### src/rtl/vga_timing.sv
// vga_timing: free-running XGA 1024x768@60 raster timing generator (65 MHz pclk).
// Drives hcount/vcount plus sync and blank flags for the draw pipeline. All
// outputs are registered. The flags are decoded from the next-state counts, so
// each flag describes the same pixel as the counts registered with it.
// Optional feature macro: VGA_TIMING_FRAME_TICK_EN adds a one-pclk frame_tick
// pulse on the first cycle of vertical blank.
module vga_timing #(
  parameter int H_VIS  = 1024,
  parameter int H_FP   = 24,
  parameter int H_SYNC = 136,
  parameter int H_BP   = 160,
  parameter int V_VIS  = 768,
  parameter int V_FP   = 3,
  parameter int V_SYNC = 6,
  parameter int V_BP   = 29
) (
  input  logic        pclk,
  input  logic        rst_n,
  output logic [10:0] hcount,
  output logic        hsync,
  output logic        hblnk,
  output logic [10:0] vcount,
  output logic        vsync,
  output logic        vblnk
`ifdef VGA_TIMING_FRAME_TICK_EN
  ,
  output logic        frame_tick
`endif
);

  localparam int H_TOT = H_VIS + H_FP + H_SYNC + H_BP;
  localparam int V_TOT = V_VIS + V_FP + V_SYNC + V_BP;

  // Decode boundaries in counter width so every compare is 11 bit on both sides.
  localparam logic [10:0] H_LAST     = 11'(H_TOT - 1);
  localparam logic [10:0] V_LAST     = 11'(V_TOT - 1);
  localparam logic [10:0] HBLNK_FROM = 11'(H_VIS);
  localparam logic [10:0] HSYNC_FROM = 11'(H_VIS + H_FP);
  localparam logic [10:0] HSYNC_TO   = 11'(H_VIS + H_FP + H_SYNC);
  localparam logic [10:0] VBLNK_FROM = 11'(V_VIS);
  localparam logic [10:0] VSYNC_FROM = 11'(V_VIS + V_FP);
  localparam logic [10:0] VSYNC_TO   = 11'(V_VIS + V_FP + V_SYNC);

  logic [10:0] hcount_nxt;
  logic [10:0] vcount_nxt;
  logic        hsync_nxt;
  logic        hblnk_nxt;
  logic        vsync_nxt;
  logic        vblnk_nxt;

  // Next raster position: step one pixel, wrap line end, wrap frame end.
  always_comb begin
    // NOTE: every signal gets a default first so no path leaves it unassigned
    // and no latch is inferred.
    hcount_nxt = hcount + 11'd1;
    vcount_nxt = vcount;
    if (hcount == H_LAST) begin
      hcount_nxt = '0;
      if (vcount == V_LAST) begin
        vcount_nxt = '0;
      end else begin
        vcount_nxt = vcount + 11'd1;
      end
    end
  end

  // Flag decode on the next-state counts so the registered flags line up with
  // the registered counts.
  always_comb begin
    hblnk_nxt = (hcount_nxt >= HBLNK_FROM);
    hsync_nxt = (hcount_nxt >= HSYNC_FROM) && (hcount_nxt < HSYNC_TO);
    vblnk_nxt = (vcount_nxt >= VBLNK_FROM);
    vsync_nxt = (vcount_nxt >= VSYNC_FROM) && (vcount_nxt < VSYNC_TO);
  end

  // Counter and flag registers; reset parks the raster at visible pixel (0,0).
  always_ff @(posedge pclk or negedge rst_n) begin
    if (!rst_n) begin
      hcount <= '0;
      vcount <= '0;
      hsync  <= 1'b0;
      hblnk  <= 1'b0;
      vsync  <= 1'b0;
      vblnk  <= 1'b0;
    end else begin
      // NOTE: non-blocking assignments so every register samples the values
      // from before this edge, independent of statement order.
      hcount <= hcount_nxt;
      vcount <= vcount_nxt;
      hsync  <= hsync_nxt;
      hblnk  <= hblnk_nxt;
      vsync  <= vsync_nxt;
      vblnk  <= vblnk_nxt;
    end
  end

`ifdef VGA_TIMING_FRAME_TICK_EN
  logic frame_tick_nxt;

  // Frame pulse on the first pixel of vertical blank, decoded like the flags.
  always_comb begin
    frame_tick_nxt = (hcount_nxt == 11'd0) && (vcount_nxt == VBLNK_FROM);
  end

  // Registered frame pulse, aligned with the counts.
  always_ff @(posedge pclk or negedge rst_n) begin
    if (!rst_n) begin
      frame_tick <= 1'b0;
    end else begin
      frame_tick <= frame_tick_nxt;
    end
  end
`endif

endmodule

### config.mk
export PLATFORM = sky130hd
export DESIGN_NAME = vga_timing
export DESIGN_NICKNAME = d
export VERILOG_FILES = /design/src/rtl/vga_timing.sv
export SDC_FILE = /design/constraint.sdc
export NUM_CORES = 1
export LEC_CHECK = 0
export ABC_AREA = 0
export CAP_MARGIN = 20
export CORE_MARGIN = 5
export CORE_UTILIZATION = 52
export DETAILED_ROUTE_END_ITERATION = 8
export PLACE_DENSITY = 0.9
export SETUP_SLACK_MARGIN = 0.1
export SLEW_MARGIN = 10
export SYNTH_ARGS = -nofsm -noshare
export SYNTH_HDL_FRONTEND = slang
export SYNTH_SLANG_ARGS = --single-unit
### constraint.sdc
create_clock -name pclk -period 2.4 [get_ports pclk]
set_input_delay 0.24 -clock pclk [delete_from_list [all_inputs] [get_ports pclk]]
set_output_delay 0.24 -clock pclk [all_outputs]
set_load 0.01 [all_outputs]
==> metrics, run 1 <==
status=finished clean; Die X=around 65 µm; Top Usage Layer GRT=met2; largest net degree at the start of global routing=27; chip height=about 65 µm; Leak=between 0.8 and 0.9 nW; # H-tree levels=1; most common cell after layout, fill and taps aside=clkdlybuf4s50_1; DR vias/cell=just under 6; R2R Path End=vsync; number of global-route vias before repair=around 1,300; Clock Path Buffers=2; diode count=0; first-pass GRT wire length=between 6000 and 7000 µm; layout cell share with drive strength beyond 1=a little under a quarter; switch share=between 20% and 30%; DR WL/cell=around 16 µm; Synth cell types=48; register bit count reported by yosys=26; buffers added on ports=27; starting density of the core=between 50% and 60%; R2R setup slack=roughly 0.20 ns; CTS tree=done; Post-synth EDFFs=0; Hold Fails Final Rpt=0; DPL Wire Length=2580 µm; fin crit share=between 90 and 100%; Worst-path clk slew=roughly 0.14 ns; Total GRT Usage=18.3%; antenna violations before repair=0; final setup violation count=0; clk_lat worst skew=0.32 ns; worst path required time=approximately 2.6 ns; P_sw=about 0.14 mW; GR Layer Usage met2=32.3%; Post-synth top flop=dfrtp_1; initial drt markers=63; die area=around 4200 µm²; final worst path period need=2.20 ns; Rel. slew slack=between 60 and 70%; Power Density=~310 nW/µm²; RR Startpoint=vcount[6]; worst hold slack=roughly 0.27 ns; CP Max Fanout=5; CTS Root Buffer Type=clkbuf_4; crit path DAT=about 2.4 ns; Max Freq=~0.45 GHz; Max Clock Skew=0.00638 ns; Worst-Margin Slew=between 0.5 and 0.6 ns; asr flop ratio synth=between 90% and 100%; nets=between 200 and 250; cell count after synthesis=between 150 and 200; Clock power frac=a little under 30%; Final Util=roughly two thirds; most frequent cells in the layout=27 x clkdlybuf4s50_1, 21 x dfrtp_1, 18 x buf_4; peak supply drop=0.264 mV; crit path kind=reg2reg; Avg Cell Area, Syn=9.29 µm²; Sink Count=26; pins over their slew limit=0; Comb pwr share=under 10%; Worst setup EP type=flop; Congestion Overflow GR=0; CORE AREA=slightly below 3000 µm²; Site Rows=20; GR Layer Usage met3=around 2.8%; Antenna Nets Post-Route=0; Routed WL=around 3700 µm; Mapped Area=approximately 1600 µm²; grt met1 use=between 20 and 25%; max_cap viols=0; vias=about 1,400; CTS buffer count=3; Int Pwr=approximately 0.5 mW; # IOs=28; GPL Wtd Cong=0.899; synth warn=0; syn_nets=about 170; area delta synth->final=29.4%; hold crit path type=in2async; register area share after synthesis=about two fifths; CP startpoint kind=flop; sequential fraction of design power=about 69%; First-pass DRT Iterations=4; Worst Reg2Reg Path Length in Cells=7; CTS Hold Bufs=0; # DRC=0
routing by layer:
layer / up-vias / share of wire (%)
met5: - / 0
met4: 0 / 1.6
met3: 7 / 3.7
met2: 38 / 52
met1: 699 / 42
li1: 684 / -
worst max path at each step:
stage,end,from,cells after the start
2_1_floorplan,vsync,hcount[0],10
3_3_place_gp,vsync,hcount[1],8
3_5_place_dp,vsync,hcount[1],8
4_1_cts,vsync,hcount[1],8
5_1_grt,vsync,hcount[6],7
6_report,vsync,vcount[6],7
state kept, by name (all words and copies together) (netlist names):
signal,cells
hcount,11
vcount,11
hblnk,1
hsync,1
vblnk,1
vsync,1
cells in the mapped netlist (2+ instances only):
cell	n	area, µm²
and4_1	2	17.5
xnor2_1	6	52.6
o21ai_0	11	55.1
nand4_1	4	25.0
and2_1	2	12.5
inv_1	3	11.3
clkbuf_1	5	18.8
ha_1	3	37.5
buf_2	3	15.0
o31ai_1	4	30.0
nand3_1	14	70.1
nor2_1	17	63.8
dfrtp_1	26	651
xor2_1	8	70.1
a21oi_1	7	35.0
and3_1	2	12.5
nor4_2	3	37.5
nor3_2	2	20.0
nor3_1	2	10.0
nand2_1	17	63.8
critical path, cell delays in order (launching register included):
cell and delay (ns):
dfrtp_2 0.44, or4b_4 0.56, nor3_4 0.34, nor4_2 0.06, a21o_1 0.20, a21o_2 0.24
mux2i_1 0.19, nor4_2 0.08
layout make-up:
class                           count  area (µm²)
Fill cell                         225         946
Timing Repair Buffer               45         405
Sequential cell                    26         657
Clock buffer                        3        22.5
Multi-Input combinational cell    130         895
Inverter                            3        11.3
Tap cell                           33        41.3
kinds of logic after synthesis:
logic type               after synthesis  synth area share [%]
AND/OR/NAND/NOR                       77                  28.6
AO/OA/AOI/OAI                         34                  14.1
flip-flops                            26                  41.4
XOR/XNOR                              14                  7.81
buffers and inverters                 13                  4.06
adder cells (fa/ha/maj)                3                  2.39
multiplexers                           2                  1.59
power groups by stage:
| stage | sequential, mW | clock, mW | combinational, mW |
|---|---|---|---|
| 2_1_floorplan | 0.446 | 0 | 0.000000320 |
| 3_3_place_gp | 0.446 | 0 | 0.0115 |
| 3_5_place_dp | 0.446 | 0 | 0.0118 |
| 4_1_cts | 0.438 | 0.196 | 0.0118 |
| 5_1_grt | 0.438 | 0.216 | 0.0135 |
| 6_report | 0.438 | 0.186 | 0.0109 |
timing repair:
action / 4_1_cts / 5_1_grt
buffers inserted: 0 / 9
gates resized for setup: 2 / 13
setup endpoints to repair: 1 / 2
pin swaps: 0 / 5
metrics by stage:
step | instances | setup TNS (ns) | setup WS (ns) | cell area, µm² | total power [mW]
finish | 240 | 0 | 0.197 | 2030 | 0.635
global route | 240 | -0.00113 | -0.00113 | 2030 | 0.668
CTS | 231 | 0 | 0.100 | 1920 | 0.646
detailed placement | 228 | 0 | 0.0798 | 1900 | 0.458
global placement | 228 | 0 | 0.212 | 1900 | 0.458
floorplan | 169 | 0 | 0.213 | 1570 | 0.446
Note: power is estimated with default switching activity, not from simulation.
==> run 2: changes to the inputs <==
--- a/config.mk
+++ b/config.mk
@@ -10,6 +10,7 @@
 export CORE_MARGIN = 5
 export CORE_UTILIZATION = 52
 export DETAILED_ROUTE_END_ITERATION = 8
+export MAX_ROUTING_LAYER = met4
 export PLACE_DENSITY = 0.9
 export SETUP_SLACK_MARGIN = 0.1
 export SLEW_MARGIN = 10
==> run 2 against run 1 <==
Against the previous run: power is essentially flat; hold slack hardly changed; sequential power about the same; setup slack worse by 0.0042 ns; sequential share of layout area is the same; combinational power about the same; highest routed layer unchanged; wire length barely moved; cell area unchanged; die area is the same.
==> metrics, run 2 (synthesized netlist as in run 1, its figures left out) <==
status=finished clean (unchanged); layout cell share with drive strength beyond 1=22.7% (unchanged); crit path DAT=2.42 ns (was 2.41 ns); final setup violation count=0 (unchanged); CP max stage delay=0.56 ns (about the same); antenna violations before repair=0 (unchanged); most frequent cells in the layout=27 x clkdlybuf4s50_1, 21 x dfrtp_1, 18 x buf_4 (unchanged); Regs by FF count=hcount x11, vcount x11 (unchanged); starting density of the core=52.7% (unchanged); buffers and inverters on the worst path=0 (unchanged); Clock Path Buffers=2 (unchanged); die area=4220 µm² (unchanged); # IOs=28 (unchanged); final worst path period need=2.21 ns (was 2.20 ns); worst hold slack=0.269 ns (about the same); # H-tree levels=1 (unchanged); GPL Wtd Cong=0.914 (was 0.899); R2R Path End=vsync (unchanged); CP startpoint=vcount[6] (unchanged); number of global-route vias before repair=1,340 (was 1,342); most used cell, CP=nor4_2 (unchanged); DR vias/cell=5.98 (was 5.95); CTS tree=done (unchanged); # DRC=0 (unchanged); dpl cells=228 (unchanged); Max Clock Skew=0.00633 ns (was 0.00638 ns); R2R setup slack=0.19 ns (was 0.20 ns); Hold Fails Final Rpt=0 (unchanged); vias=1,436 (was 1,428); hold crit path type=in2async (unchanged); fin crit share=92.0% (was 91.8%); worst path required time=2.61 ns (about the same); area delta synth->final=29.4% (unchanged); Congestion Overflow GR=0 (unchanged); First-pass DRT Iterations=4 (unchanged); Worst setup EP type=flop (unchanged); CTS Hold Bufs=0 (unchanged); crit path kind=reg2reg (unchanged); most common cell after layout, fill and taps aside=clkdlybuf4s50_1 (unchanged); Top delay family on crit path=simple AND/OR/NAND/NOR gates (unchanged); diode count=0 (unchanged); Total Power=0.635 mW (about the same); RR Startpoint=vcount[6] (unchanged); clk_lat worst skew=0.32 ns (about the same); CP Max Fanout=5 (unchanged); Leak=0.850 nW (unchanged); Total GRT Usage=18.8% (was 18.3%); CTS buffer count=3 (unchanged); Worst-path clk slew=0.14 ns (about the same); multi-input logic area=895 µm² (unchanged); Sink Count=26 (unchanged); Rel. slew slack=62.1% (about the same); Max Freq=0.453 GHz (was 0.454 GHz); max_cap viols=0 (unchanged); fillers=225 (unchanged); Worst-Margin Slew=0.567 ns (was 0.566 ns); Worst Reg2Reg Path Length in Cells=7 (unchanged); CP startpoint kind=flop (unchanged); Routed WL=3730 µm (was 3720 µm); Antenna Nets Post-Route=0 (unchanged); Die X=65.0 µm (unchanged); largest net degree at the start of global routing=27 (unchanged); nets=214 (unchanged); peak supply drop=0.264 mV (about the same); first-pass GRT wire length=6180 µm (was 6150 µm); register area=657 µm² (unchanged); pins over their slew limit=0 (unchanged); critical-path cell list=or4b_4 > nor3_4 > nor4_2 > a21o_1 > a21o_2 > mux2i_1 > nor4_2 (unchanged); DPL Wire Length=2580 µm (unchanged); CTS Root Buffer Type=clkbuf_4 (unchanged); buffers added on ports=27 (unchanged); critical path's slowest cell=or4b_4 (unchanged); DR WL/cell=15.5 µm (about the same); chip height=65.0 µm (unchanged); initial drt markers=62 (was 63); Site Rows=20 (unchanged); Layout Cells excl Fill=240 (unchanged); CORE AREA=2980 µm² (unchanged); Power Density=312 nW/µm² (about the same)
==> run 2: cell counts in the layout (fill, tap and decap cells not counted) <==
No cell type changed its count.
==> run 2: worst max path at each step <==
stage / end / slack [ns] / depth (start not counted)
floorplan: vsync / 0.21 / 10
finish: vsync / 0.19 / 7
CTS: vsync / 0.10 / 8
detailed placement: vsync / 0.08 / 8
global route: vsync / -0.001 / 7
global placement: vsync / 0.21 / 8
==> run 2: report_power, final <==
group          switching [mW]  internal (mW)
clock                   0.127         0.0588
combinational         0.00838        0.00249
sequential                  0          0.438
total                   0.135          0.499
==> run 2: layer usage <==
metal	share of wire (%)	track usage [%]	vias to the layer above
met1	43	23.0	706
met2	53	32.3	38
met3	3.1	2.43	7
met5	0	-	-
met4	1.6	5.80	0
li1	-	-	685
==> run 2: what timing repair did <==
action | CTS | global route
pin swaps | 0 | 5
setup endpoints to repair | 1 | 2
setup buffers | 0 | 9
endpoints found under the hold margin | 0 | 0
resized for setup | 2 | 13
==> run 2: cell type report <==
cell class                 instances  area share [%]
clock buffer                       3            1.11
multi-input combinational        130            44.0
inverter                           3           0.554
timing repair buffer              45            20.0
sequential                        26            32.3
tap                               33            2.03
==> run 2: stage by stage <==
| stage | worst slack (ns) | area, µm² | utilization [%] | setup TNS (ns) |
|---|---|---|---|---|
| 2_1_floorplan | 0.213 | 1570 | - | 0 |
| 3_3_place_gp | 0.212 | 1900 | 63.7 | 0 |
| 3_5_place_dp | 0.0798 | 1900 | 63.7 | 0 |
| 4_1_cts | 0.100 | 1920 | 64.6 | 0 |
| 5_1_grt | -0.00113 | 2030 | 68.2 | -0.00113 |
| 6_report | 0.193 | 2030 | 68.2 | 0 |
